### src/rtl/cdb_arbiter.sv
// Purpose : round-robin arbiter for the common data bus; grants one execution unit per cycle and drives the registered CDB broadcast.
// Latency : xmit is combinational in the request cycle; CDB_data/CDB_source/CDB_write/tag_error appear one clock after the grant.
// Backpressure: a unit holds rts/data/tag until it sees xmit at a rising edge; ungranted units simply wait, nothing is dropped.
//
// Ports:
//   clock, reset        - rising-edge clock, synchronous active-high reset
//   rts                 - per-unit ready-to-send request, bit i = unit i
//   unit_data           - unit i result in [i*DATA_W +: DATA_W] (signed)
//   unit_source         - unit i producing RS tag in [i*TAG_W +: TAG_W]
//   xmit                - one-hot grant, combinational, zero while reset is high
//   CDB_data/CDB_source - registered broadcast value and tag (hold when idle)
//   CDB_write           - registered broadcast valid
//   tag_error           - registered one-cycle pulse: granted unit presented tag 0
//   broadcast_count, conflict_count - present only when CDB_STATS_EN is defined
//
// Build option: define CDB_STATS_EN to add the broadcast/conflict counters.
module cdb_arbiter #(
    parameter int N_UNITS = 2,
    parameter int DATA_W  = 32,
    parameter int TAG_W   = 6
) (
    input  logic                       clock,
    input  logic                       reset,
    input  logic [N_UNITS-1:0]         rts,
    input  logic [N_UNITS*DATA_W-1:0]  unit_data,
    input  logic [N_UNITS*TAG_W-1:0]   unit_source,
    output logic [N_UNITS-1:0]         xmit,
    output logic signed [DATA_W-1:0]   CDB_data,
    output logic [TAG_W-1:0]           CDB_source,
    output logic                       CDB_write,
`ifdef CDB_STATS_EN
    output logic [31:0]                broadcast_count,
    output logic [31:0]                conflict_count,
`endif
    output logic                       tag_error
);

    localparam int PTR_W = (N_UNITS > 1) ? $clog2(N_UNITS) : 1;

    // ptr holds the most recently granted unit; the search starts just after it.
    logic [PTR_W-1:0]  ptr;
    logic [PTR_W-1:0]  gnt_idx;
    logic              gnt_vld;
    logic [DATA_W-1:0] sel_data;
    logic [TAG_W-1:0]  sel_tag;

    // Walk the rotation from the far end back toward ptr+1 so the last hit
    // written is the first requester in round-robin order (no early exit needed).
    // With N_UNITS=1 every offset maps to index 0, so the grant is rts[0].
    always_comb begin
        int               idx;
        logic [PTR_W-1:0] idx_p;
        idx     = 0;
        idx_p   = '0;
        gnt_vld = 1'b0;
        gnt_idx = '0;
        xmit    = '0;
        for (int k = N_UNITS; k >= 1; k--) begin
            idx = int'(ptr) + k;
            if (idx >= N_UNITS) begin
                idx = idx - N_UNITS;
            end
            idx_p = PTR_W'(idx);
            if (rts[idx_p]) begin
                gnt_vld = 1'b1;
                gnt_idx = idx_p;
            end
        end
        if (reset) begin
            gnt_vld = 1'b0;
        end
        if (gnt_vld) begin
            xmit[gnt_idx] = 1'b1;
        end
    end

    assign sel_data = unit_data[int'(gnt_idx)*DATA_W +: DATA_W];
    assign sel_tag  = unit_source[int'(gnt_idx)*TAG_W +: TAG_W];

    always_ff @(posedge clock) begin
        if (reset) begin
            CDB_data   <= '0;
            CDB_source <= '0;
            CDB_write  <= 1'b0;
            tag_error  <= 1'b0;
            ptr        <= PTR_W'(N_UNITS - 1);
        end else begin
            CDB_write <= gnt_vld;
            // Tag 0 is never a valid RS; flag it but still broadcast.
            tag_error <= gnt_vld && (sel_tag == '0);
            if (gnt_vld) begin
                CDB_data   <= sel_data;
                CDB_source <= sel_tag;
                ptr        <= gnt_idx;
            end
        end
    end

`ifdef CDB_STATS_EN
    always_ff @(posedge clock) begin
        if (reset) begin
            broadcast_count <= '0;
            conflict_count  <= '0;
        end else begin
            if (gnt_vld) begin
                broadcast_count <= broadcast_count + 32'd1;
            end
            if ($countones(rts) > 1) begin
                conflict_count <= conflict_count + 32'd1;
            end
        end
    end
`endif

endmodule

### config.mk
export PLATFORM = sky130hd
export DESIGN_NAME = cdb_arbiter
export DESIGN_NICKNAME = d
export VERILOG_FILES = /design/src/rtl/cdb_arbiter.sv
export SDC_FILE = /design/constraint.sdc
export NUM_CORES = 1
export LEC_CHECK = 0
export ABC_CLOCK_PERIOD_IN_PS = 1190
export CAP_MARGIN = 5
export CORE_ASPECT_RATIO = 0.9
export CORE_MARGIN = 2
export CORE_UTILIZATION = 32
export CTS_CLUSTER_DIAMETER = 80
export DETAILED_ROUTE_END_ITERATION = 16
export PLACE_DENSITY = 0.75
export SLEW_MARGIN = 20
export SYNTH_ARGS = -nofsm -noshare
export SYNTH_HDL_FRONTEND = slang
export SYNTH_SLANG_ARGS = --single-unit
### constraint.sdc
create_clock -name clock -period 1.19 [get_ports clock]
set_input_delay 0.1785 -clock clock [delete_from_list [all_inputs] [get_ports clock]]
set_output_delay 0.1785 -clock clock [all_outputs]
set_load 0.01 [all_outputs]
# --- Word-level counts from Yosys, hierarchy flattened ---
# Cells that the tools add are included.
totals:
  mem_bits_rw: 0
  mem_bits_ro: 0
  output_inout_bits: 42
  inputBits: 80
  memories: 0
  latchBits: 0
  reg_bits: 41
classes:
  n_eq_ne: 0
  n_lt_le_gt_ge: 6
  div: 0
  n_mux: 14
  add_sub_neg: 4
  shifts: 2
  mul: 1
  bitwise_logic: 0
  n_reduce_logical: 3
ops:
  columns: ["operator", "count"]
  rows:
  - ["variable part select 64 x 7 -> 32 bit", 1]
  - ["two-way mux 1 bit", 12]
  - ["variable part select 12 x 5 -> 6 bit", 1]
  - ["zero test 6 bit", 1]
  - ["< comparator 1 x 2 -> 1 bit, second input constant", 3]
  - ["adder 1 x 2 -> 3 bit, second input constant", 1]
  - ["greater-or-equal comparator 3 x 2 -> 1 bit, second input constant", 1]
  - ["multiplier 1 x 2 -> 3 bit, second input constant", 1]
  - ["adder 1 x 1 -> 2 bit, second input constant", 1]
  - ["greater-or-equal comparator 2 bit, second input constant", 1]
  - ["logical AND 1 bit", 2]
  - ["two-way mux 2 bit", 1]
  - ["subtractor 1 bit, second input constant", 2]
  - ["demux 1 bit (select 1 bit)", 1]
  - ["greater-or-equal comparator 1 bit, second input constant", 1]

# --- Logic depth before layout (Yosys ltp) ---
depth:
  ltp_word: 12
  ltp_mapped: 6
  depth_no_buf: 3

# --- Worst setup path after synthesis ---
# Ideal clock, no wire load.
synth_timing:
  kind: "flip-flop to output port"
  start: "register ptr"
  end: "output xmit[1]"
  setup_slack_ns: -0.039
  arrival_ns: 1.051
  stages_incl_launch_ff: 6
  path_cell_list: "dfxtp_1 > buf_4 > a21bo_1 > buf_6 > buf_2 > nor2_1"
synth_via:
  elab_chain_len: 12
  elab_cells_between_ends: 23
  classes_between: "4 x add/sub; 4 x order compare; 14 x mux; 1 x reduce/logical"
synth_rtl:
  columns: ["item", "line_no", "rtl"]
  rows:
  - ["start, declared", "41", "logic [PTR_W-1:0] ptr;"]
  - ["start signal, assigned", "86", "ptr <= PTR_W'(N_UNITS - 1);"]
  - ["start signal, assigned", "94", "ptr <= gnt_idx;"]
  - ["adder 1 x 2 -> 3 bit", "59", "idx = int'(ptr) + k;"]
  - ["greater-or-equal comparator 3 x 2 -> 1 bit / subtractor 1 bit (equally long branches)", "60, 61", null]
  - ["two-way mux 1 bit", "60", "if (idx >= N_UNITS) begin"]
  - ["two-way mux 1 bit (not written as such) (2 in a row)", "64", "if (rts[idx_p]) begin"]
  - ["two-way mux 1 bit (2 in a row)", "64", null]
  - ["< comparator 1 x 2 -> 1 bit (not written as such) / greater-or-equal comparator 1 bit (equally long branches)", "73", "xmit[gnt_idx] = 1'b1;"]
  - ["logical AND 1 bit (not written as such)", "73", null]
  - ["two-way mux 1 bit (not written as such)", "73", null]
  - ["demux 1 bit (select 1 bit)", "73", null]
  - ["two-way mux 2 bit (*)", "72", "if (gnt_vld) begin"]
  - ["end, declared", "27", "output logic [N_UNITS-1:0] xmit,"]
# Mark *: on every way between the ends. The rest lies on a longest branch, timed or not. The select of a mux whose other input is x is not followed.

# --- Final worst setup path ---
layout_timing:
  start: "register ptr"
  end: "register CDB_source[3]"
layout_via:
  elab_chain_len: 9
  elab_cells_between_ends: 19
  classes_between: "4 x add/sub; 1 x mul; 2 x order compare; 1 x shift; 11 x mux"
layout_rtl:
  columns: ["item", "line_no", "rtl"]
  rows:
  - ["adder 1 x 2 -> 3 bit", "59", null]
  - ["greater-or-equal comparator 3 x 2 -> 1 bit / subtractor 1 bit (equally long branches)", "60, 61", null]
  - ["two-way mux 1 bit", "60", null]
  - ["two-way mux 1 bit (not written as such) (2 in a row)", "64", null]
  - ["two-way mux 1 bit (2 in a row)", "64", null]
  - ["multiplier 1 x 2 -> 3 bit", "78", "assign sel_tag = unit_source[int'(gnt_idx)*TAG_W +: TAG_W];"]
  - ["variable part select 12 x 5 -> 6 bit", "78", null]
  - ["end signal, assigned", "93", "CDB_source <= sel_tag;"]
  - ["end, declared", "29", "output logic [TAG_W-1:0] CDB_source,"]
# Several ways; a longest one is shown, not always the timed one. The select of a mux whose other input is x is not followed.
# A chain may end at the register's enable or synchronous reset.

==> impl_results.md <==
- Status: finished, violations left
- Failing checks: negative setup slack
- Placed Cells incl. Taps: 391
- Final setup vio count: 34
- Mux contribution to synthesized area: 0.0322
- Placed cell area: 3200 µm²
- Routed vias: 2,088
- Worst r2r path cells: 6
- Worst Hold Class: primary input to register
- Remaining DRCs: 0
- Critical Path End: CDB_source[3]$_SDFFE_PP0P_
- Io pins: 122
- Yosys warning total: 0
- Share of post-route cells with drive strength above 1: 0.231
- Pre-antenna DRT Iters: 4
- Placeable Area: 5660 µm²
- Reg2Reg Launch Point: ptr$_SDFFE_PP1P_
- Post-DP HPWL: 4.53 mm
- ANT nets after route: 0
- Min Hold Slack: 0.444 ns
- Synth Net Count: 283
- Largest net degree at the start of global routing: 34
- Critical Path Fanout Max: 6
- Syn avg cell area: 9.20 µm²
- Die area: 6460 µm²
- ANT cells: 0
- Worst Path Arrival: 1.58 ns
- Cell Area, Synth: 1870 µm²
- Synth top area share: 0.440
- Area contributors post-synth: dfxtp_1, a22oi_1, a21oi_1, nand3_1, buf_6
- Area leader, netlist: dfxtp_1
- Startpoint Class: register
- Slew margin rel.: 0.842
- Setup Skew: 0.00669 ns
- Post-synthesis sequential area ratio: 0.440
- Placer Congestion: 0.793
- Layout net count: 416
- XOR/XNOR Fraction of Synth Area: 0
- First-pass GRT wire length: 10.3 mm
- Main combinational cell family by area after synthesis: compound AO/OA/AOI/OAI gates
- Clock tree sinks: 41
- Remaining global-route overflow: 0
- Count leader, synth: dfxtp_1
- Finished Layout Cells: 407
- Final WL: 6.60 mm
- Root buf cell: clkbuf_8
- Reg clk slew, reported paths: 0.08 ns
- Post-synthesis simple-gate area fraction: 0.153
- Area Growth Syn to Fin: 92.6%
- Register area: 825 µm²
- Std-Cell Rows: 26
- Synthesized instance count: 203
- R2R Path End: CDB_source[3]$_SDFFE_PP0P_
- DIE HEIGHT: 76.5 µm
- CP Capture Type: register
- Fin. Hold Viols: 0
- TritonCTS clock tree: built
- Setup TNS: -3.13 ns
- 1st-iter DRT viols: 94
- R2r setup slk: -0.18 ns
- Slew Limit Fails: 0
- Area of the multi-input gates: 1080 µm²
- Post-CTS Hold Fix Bufs: 0
- Synth cell types: 27
- Number of global-route vias before repair: 2,103
- Worst-Margin Slew: 0.237 ns
- Initial core utilization: 0.330
- Fill cells: 518
- #FFs+latches synth: 41
- Die X: 84.5 µm
- Synth Area in Compound Gates: 0.293
- Port Buf Inserts: 121
- DR WL/cell: 16.2 µm
- Worst Setup SP: ptr$_SDFFE_PP1P_
- Lkg Pwr: 1.55 nW
- Drt via density: 5.13
- Area share of fa/ha/maj cells after synthesis: 0
- Pwr/cell area: 1020 nW/µm²
- Peak supply drop: 0.532 mV
- H-tree lvl count: 2
- Maximum buffer depth of the clock tree: 2
- Kind of critical path: register to register
- Initial antenna violation count: 0
- Final Critical Period: 1.37 ns
- Final Instance Area: 3590 µm²
- Gr usage total: 0.197
- Number of buffers created by CTS: 5
- Final WS setup: -0.180 ns
- Fin util: 0.635
- RSZ-0062 raised after global routing: yes
- Tcrit/Tclk final: 1.15
- Post-synth ARST share: 0
- Post-synth EDFFs: 0
- Synth top cells by count: dfxtp_1, a21oi_1, a22oi_1, nand3_1, nand2_1
- Fmax: 730 MHz
- Required @ worst endpoint: 1.40 ns
- Top_reg_cell synth: dfxtp_1
- Clk_lat worst skew: 0.29 ns
- MaxCap Viol Count: 0
## layout make-up
cell class	instances	share of cell area
inverter	2	0.00209
clock buffer	7	0.0268
timing repair buffer	147	0.414
sequential	41	0.229
tap	70	0.0244
multi-input combinational	139	0.301
clock inverter	1	0.00244
## state kept, by name (all words and copies together), names as in the netlist
register	flops
CDB_data	32
tag_error	1
CDB_source	6
ptr	1
CDB_write	1
## what timing repair did
item,in CTS,in global routing
pin swaps,11,44
gates resized for setup,69,37
endpoints found under the setup margin,81,32
cloned,3,1
buffers inserted,4,2
## report_power, final
group	total [mW]	switching [mW]	internal [mW]
registers	1.54	0.0632	1.48
logic	1.07	0.446	0.629
clock network	1.03	0.495	0.536
total	3.65	1.00	2.65
## cells in the final DEF, fill, tap and decap left out, types with 7 or more instances in the layout
| master | instances |
|---|---|
| nand2_1 | 11 |
| a21oi_1 | 24 |
| buf_4 | 13 |
| clkbuf_8 | 7 |
| a22oi_2 | 21 |
| nand3_1 | 26 |
| dfxtp_1 | 40 |
| dlygate4sd2_1 | 43 |
| clkdlybuf4s50_1 | 76 |
| nor2_1 | 7 |
## critical path: stages (launching register included)
cell	delay, ns
dfxtp_4	0.36
buf_6	0.12
a21boi_4	0.24
buf_12	0.15
buf_12	0.13
nand2_4	0.05
a311oi_2	0.25
## cell families (layout without fill, tap and decap cells)
logic type,count (synthesis),count (layout)
buffers and inverters,23,157
and+or+nand+nor,59,59
AOI/OAI and AO/OA,74,74
DFF,41,41
muxes,6,6
## through the flow
step	setup WS, ns	power, mW
2_1_floorplan	0.00218	1.97
3_3_place_gp	-0.574	2.54
3_5_place_dp	-0.563	2.55
4_1_cts	-0.164	3.60
5_1_grt	-0.222	3.83
6_report	-0.180	3.65
## layer usage
| layer | routed length, µm | global-route usage | part of all wire | vias up |
|---|---|---|---|---|
| met1 | 2750 | 0.234 | 0.42 | 984 |
| met3 | 430 | 0.0542 | 0.065 | 4 |
| met5 | 0 | 0 | 0 | - |
| met4 | 68 | 0.0540 | 0.010 | 0 |
| met2 | 3350 | 0.348 | 0.51 | 70 |
| li1 | - | - | - | 1030 |
## worst min-delay path by stage
stage                                       to                       start  cells after the start  slack (ns)
floorplan            CDB_data[10]$_SDFFE_PP0P_               unit_data[10]                      1        0.31
global placement    CDB_source[2]$_SDFFE_PP0P_  CDB_source[2]$_SDFFE_PP0P_                      2        0.48
detailed placement  CDB_source[2]$_SDFFE_PP0P_  CDB_source[2]$_SDFFE_PP0P_                      2        0.49
CTS                   CDB_data[6]$_SDFFE_PP0P_                unit_data[6]                      3        0.44
global route          CDB_data[8]$_SDFFE_PP0P_                unit_data[8]                      3        0.44
finish               CDB_data[11]$_SDFFE_PP0P_               unit_data[11]                      3        0.44
Power figures use the tool's default switching activity.
